[src/rtl/mem_arbiter.sv]
// Round-robin two-port arbiter sequencing accesses onto a
// single-port synchronous memory with registered read data.
module mem_arbiter #(
  parameter int DATA_WIDTH    = 16,
  parameter int ADDRESS_WIDTH = 16
) (
  input  logic                     clk,
  input  logic                     rst,
  input  logic                     req0,
  input  logic                     we0,
  input  logic [ADDRESS_WIDTH-1:0] addr0,
  input  logic [DATA_WIDTH-1:0]    wdata0,
  input  logic                     req1,
  input  logic                     we1,
  input  logic [ADDRESS_WIDTH-1:0] addr1,
  input  logic [DATA_WIDTH-1:0]    wdata1,
  output logic                     ack0,
  output logic                     ack1,
  output logic [DATA_WIDTH-1:0]    rdata0,
  output logic [DATA_WIDTH-1:0]    rdata1,
  output logic                     rvalid0,
  output logic                     rvalid1,
  output logic                     busy,
  output logic                     mem_cs,
  output logic                     mem_we,
  output logic [ADDRESS_WIDTH-1:0] mem_addr,
  output logic [DATA_WIDTH-1:0]    mem_d,
  input  logic [DATA_WIDTH-1:0]    mem_q
);

  typedef enum logic [1:0] {
    IDLE,
    ISSUE,
    WAIT_RD
  } state_t;

  state_t state, state_nx;
  logic   last;
  logic   win;
  logic   any_req;
  logic   grant1;

  assign any_req = req0 | req1;
  // On a tie the port that was not served last wins
  assign grant1  = req1 & (~req0 | ~last);

  always_ff @(posedge clk or posedge rst) begin
    if (rst) state <= IDLE;
    else     state <= state_nx;
  end

  always_comb begin
    state_nx = state;
    unique case (state)
      IDLE:    if (any_req) state_nx = ISSUE;
      ISSUE:   state_nx = mem_we ? IDLE : WAIT_RD;
      WAIT_RD: state_nx = IDLE;
      default: state_nx = IDLE;
    endcase
  end

  always_ff @(posedge clk or posedge rst) begin
    if (rst) begin
      last     <= 1'b1;
      win      <= 1'b0;
      mem_cs   <= 1'b0;
      mem_we   <= 1'b0;
      mem_addr <= '0;
      mem_d    <= '0;
      rdata0   <= '0;
      rdata1   <= '0;
      rvalid0  <= 1'b0;
      rvalid1  <= 1'b0;
    end else begin
      rvalid0 <= 1'b0;
      rvalid1 <= 1'b0;
      unique case (state)
        IDLE: begin
          if (any_req) begin
            mem_cs   <= 1'b1;
            mem_we   <= grant1 ? we1 : we0;
            mem_addr <= grant1 ? addr1 : addr0;
            mem_d    <= grant1 ? wdata1 : wdata0;
            win      <= grant1;
            last     <= grant1;
          end
        end
        ISSUE: begin
          mem_cs <= 1'b0;
          mem_we <= 1'b0;
        end
        WAIT_RD: begin
          if (win) begin
            rdata1  <= mem_q;
            rvalid1 <= 1'b1;
          end else begin
            rdata0  <= mem_q;
            rvalid0 <= 1'b1;
          end
        end
        default: ;
      endcase
    end
  end

  assign ack0 = (state == ISSUE) & ~win;
  assign ack1 = (state == ISSUE) & win;
  assign busy = (state != IDLE);

endmodule

[config.mk]
export PLATFORM = sky130hd
export DESIGN_NAME = mem_arbiter
export DESIGN_NICKNAME = d
export VERILOG_FILES = /design/src/rtl/mem_arbiter.sv
export SDC_FILE = /design/constraint.sdc
export NUM_CORES = 1
export LEC_CHECK = 0
export ABC_AREA = 1
export BUFFER_PORTS_ARGS = -buffer_cell sky130_fd_sc_hd__buf_2
export CORE_ASPECT_RATIO = 1.75
export CORE_UTILIZATION = 45
export CTS_CLUSTER_DIAMETER = 80
export DETAILED_ROUTE_END_ITERATION = 7
export PLACE_DENSITY = 0.87
export SLEW_MARGIN = 30
export SYNTH_ARGS = -nofsm -noshare
export SYNTH_HDL_FRONTEND = slang
export SYNTH_SLANG_ARGS = --single-unit
[constraint.sdc]
create_clock -name clk -period 2.8 [get_ports clk]
set_input_delay 0.56 -clock clk [delete_from_list [all_inputs] [get_ports clk]]
set_output_delay 0.56 -clock clk [all_outputs]
set_load 0.01 [all_outputs]
Word level (Yosys, flattened, before mapping)
Cells that the tools add are included.
Operators by class
  eq/ne operators: 3
  muxes and demuxes: 14
  bitwise logic cells: 8
  reductions and logical operators: 7
Operator list (number)
  $mux 16: 2
  $reduce_and 2->1: 4
  $mux 1: 7
  $mux 2: 2
  $pmux 1 s2: 2
  $pmux 2 s2: 1
  $reduce_bool 2->1: 2
  $and 1x1->1: 3
  $not 1->1: 3
  $eq 2x1->1 const B: 1
  $eq 2x2->1 const B: 1
  $logic_not 2->1: 1
  $ne 2x2->1 const B: 1
  $or 1x1->1: 2
Storage, ports and cells
  bits in registers: 72
  input port bits: 86
  output and inout bits: 71

Longest topological paths before layout
  depth in word-level cells: 6
  gate-level depth with buffers: 6
  mapped depth without buffers: 5

Least setup slack after synthesis
Ideal clock, no wire load.
  kind: input port to flip-flop
  start point: input req1
  end point: register mem_addr[0]
  library setup time: 0.118 ns
  data arrival time: 1.245 ns
  data required time: 2.682 ns
  setup slack: 1.437 ns
  stages: 6
  path buffers: 2
  cells stage by stage: buf_4 nor2_2 nor2_8 buf_6 nand3_1 nand2_1
Between the ends
  word-level cells in the longest chain between the ends: 2
  elaborated cells between the ends (all ways): 4
  classes of those cells: 1 x mux; 2 x bitwise; 1 x reduce/logical
RTL lines
  start: declaration: RTL line 13  | input logic req1,
  $and 1x1->1 / $or 1x1->1 (equally long branches): RTL line 45, 43
  $mux 16 / $reduce_and 2->1 (equally long branches)
  end signal: assignment: RTL line 82  | mem_addr <= grant1 ? addr1 : addr0;
  end: declaration: RTL line 26  | output logic [ADDRESS_WIDTH-1:0] mem_addr,
Parallel ways exist; a longest one is shown, timed or not.
A chain may end at the register's enable or synchronous reset.

Worst setup path after layout
  start point: register state[1]
  end point: output ack1
Between the ends
  word-level cells in the longest chain between the ends: 2
RTL lines
  start: declaration: RTL line 37  | state_t state, state_nx;
  start signal: assignment: RTL line 49  | else state <= state_nx;
  $eq 2x1->1: RTL line 107  | assign ack1 = (state == ISSUE) & win;
  $and 1x1->1: RTL line 107
  end: declaration: RTL line 18  | output logic ack1,
Every way passes these cells.

==> results.md <==
- CP bufs+invs: 2
- Worst Path Max Fanout: 5
- Max IR drop VDD: 0.467 mV
- Via count: about 3200
- CTS tree: done
- Clk buf depth: 2
- # setup viols final: 0
- Core box area: around 7200 um2
- Sequential area share after synthesis: 0.536
- Area leader, netlist: dfrtp_1
- Critical-path cell list: inv_1 > nand2_1 > nor2_1 > buf_2
- Total GRT Usage: 0.211
- Postcts setup bufs: 0
- Post-DP HPWL: between 5000 and 6000 um
- CTS Sinks: between 70 and 80
- Vias in the first global route: 2910
- Vias per inst: 4.74
- Critical path required time: ~2.2 ns
- Initial cell density of the core: 0.465
- Routed WL: 7840 um
- Final period util: 0.631
- Synthesized area per cell: 7.80 um2
- Endpoint class of the critical path: output port
- Clk root buf: clkbuf_16
- Synthesized flop and latch total: 72
- Worst Hold Slack: 0.322 ns
- Grt ovf: 0
- Slew of the pin with the lowest slew margin: between 0.6 and 0.7 ns
- Final setup TNS: 0 ns
- FP Rows: just over 40
- Critical path data arrival time: about 1.2 ns
- Outcome: finished, final reports clean
- Post_cts resized: 0
- Hold Violations, Final: 0
- Ports: 157
- Dpl cell area: roughly 4200 um2
- Place WS: 0.983 ns
- Die width: approximately 67 um
- CTS buffer count: 9
- Die Y: 116 um
- DR pass1 iterations: 4
- Worst-path clk slew: 0.05 ns
- Cell Count Post-Placement: 657
- Sequential cell area: 1800 um2
- Most frequent cell after synthesis: nand2_1
- Syn Inst Count: 431
- P&R area growth vs syn: 32.0%
- Post-route DRC violation count: 0
- Synth top area cells: dfrtp_1 53%, nand2_1 15%, nand3_1 10%, inv_1 9.9%, o21ai_0 4.9%
- Tmin final: around 1.8 ns
- Final core utilization: 0.613
- Relative slew slack: 0.590
- Netlist cell types: 15
- Final non-filler cell total: 673
- First-pass GRT wire length: 12300 um
- Slowest cell on crit path: dfrtp_1
- Yosys warnings: 0
- Antenna-violating nets left: 0
- Die footprint: just under 8000 um2
- Synth cell count leaders: 137 x nand2_1, 89 x inv_1, 71 x dfrtp_1
- Power per cell area: 1070 nW/um2
- PortBufs: roughly 160
- Multi-input gate area: 1100 um2
- Setup ws final: 1.03 ns
- Prevailing post-synth register cell: dfrtp_1
- Max cap viols: 0
- Hold Crit Class: in -> async
- Clock Latency Late Sink: ~0.32 ns
- LEAKAGE: about 2.8 nW
- Final Max Tran Viols: 0
- Antenna cells: 0
- Routability congestion estimate from global placement: 0.788
- Final Skew: 0.00411 ns
- Kind of critical path: reg -> out
- Nets@finish: 668
- Drt initial violations: 187
- Critical path's top delay family: flip-flops
- Fill cell total of the finished layout: 626
- Htree depth: 3
- Hold-fix buffers, CTS: 0
- Number of flops mapped to enable cells by yosys: 0
- RSZ-0062 raised after global routing: false
- Total chip power: 4.76 mW
- FFs w/ async S/R, synth: 1.00
- Layout cells sized above 1: 0.313
- Mapped Area: around 3400 um2
- Worst setup SP type: register
- Post-Layout Inst Area: approximately 4400 um2
- Synth top area share: 0.529
- Max Fclk: 566 MHz
- Largest net degree at the start of global routing: 39
- Syn nets: 517
- Initial antenna violation count: 0
- WL/cell: 11.6 um
- Max stage delay on crit path: between 0.4 and 0.5 ns
[report_power, final]
group / internal, mW / switching, mW / leakage [nW] / total (mW)
Clock: 0.617 / 0.389 / 0.136 / 1.01
Combinational: 0.740 / 1.16 / 1.76 / 1.90
Sequential: 1.57 / 0.287 / 0.878 / 1.85
Total: 2.92 / 1.84 / 2.77 / 4.76
[per-layer routing]
metal  part of all wire  vias to the layer above  wire length, um  global-route usage
met2               0.52                      122             4090               0.373
met4              0.024                        0              188               0.108
met1               0.40                     1454             3160               0.226
met3              0.051                       17              396              0.0488
li1                   -                     1600                -                   -
met5                  0                        -                0                   0
[placed cells by master, fill, tap and decap left out, types with 2 or more instances in the layout]
cell / instances
clkbuf_1: 2
nand2_2: 2
clkbuf_16: 9
nand2_1: 137
dfrtp_1: 71
clkinv_2: 4
buf_2: 156
o21ai_0: 33
nor2_1: 4
inv_1: 88
nand3_1: 68
buf_4: 6
[worst paths after layout]
check                              start       end  slack, ns  cells past startpoint
worst max-delay path            state[1]      ack1       1.03                      4
worst min-delay path                 rst   rvalid0       0.32                      3
worst max register to register      last       win       1.34                      5
min in group clk                  mem_we  state[1]       0.46                      1
max in group asynchronous            rst      last       2.09                      3
worst min register to register    mem_we  state[1]       0.46                      1
[cell type report]
class,count,share of cell area
Tap cell,86,0.0243
Clock buffer,12,0.0556
Inverter,89,0.0753
Multi-Input combinational cell,248,0.248
Timing Repair Buffer,162,0.186
Sequential cell,72,0.406
Clock inverter,4,0.00451
[cells by family after synthesis]
logic type	after synthesis	share of synthesized area
buffers and inverters	111	0.138
AND/OR/NAND/NOR	214	0.272
flip-flops	72	0.536
AO/OA/AOI/OAI	34	0.0540
[state kept, by name, indices dropped and copies added (netlist names)]
register / count
mem_d: 16
rdata0: 16
rvalid1: 1
state: 2
win: 1
mem_cs: 1
rdata1: 16
rvalid0: 1
mem_we: 1
mem_addr: 16
last: 1
[worst reg2reg max path, delay by kind of cell (launching register included)]
kind / cells / cell delay, ns
AOI/OAI and AO/OA: 1 / 0.08
DFF: 1 / 0.53
and+or+nand+nor: 3 / 0.63
buffers and inverters: 1 / 0.09
No activity file was read; power rests on OpenSTA's default activity.
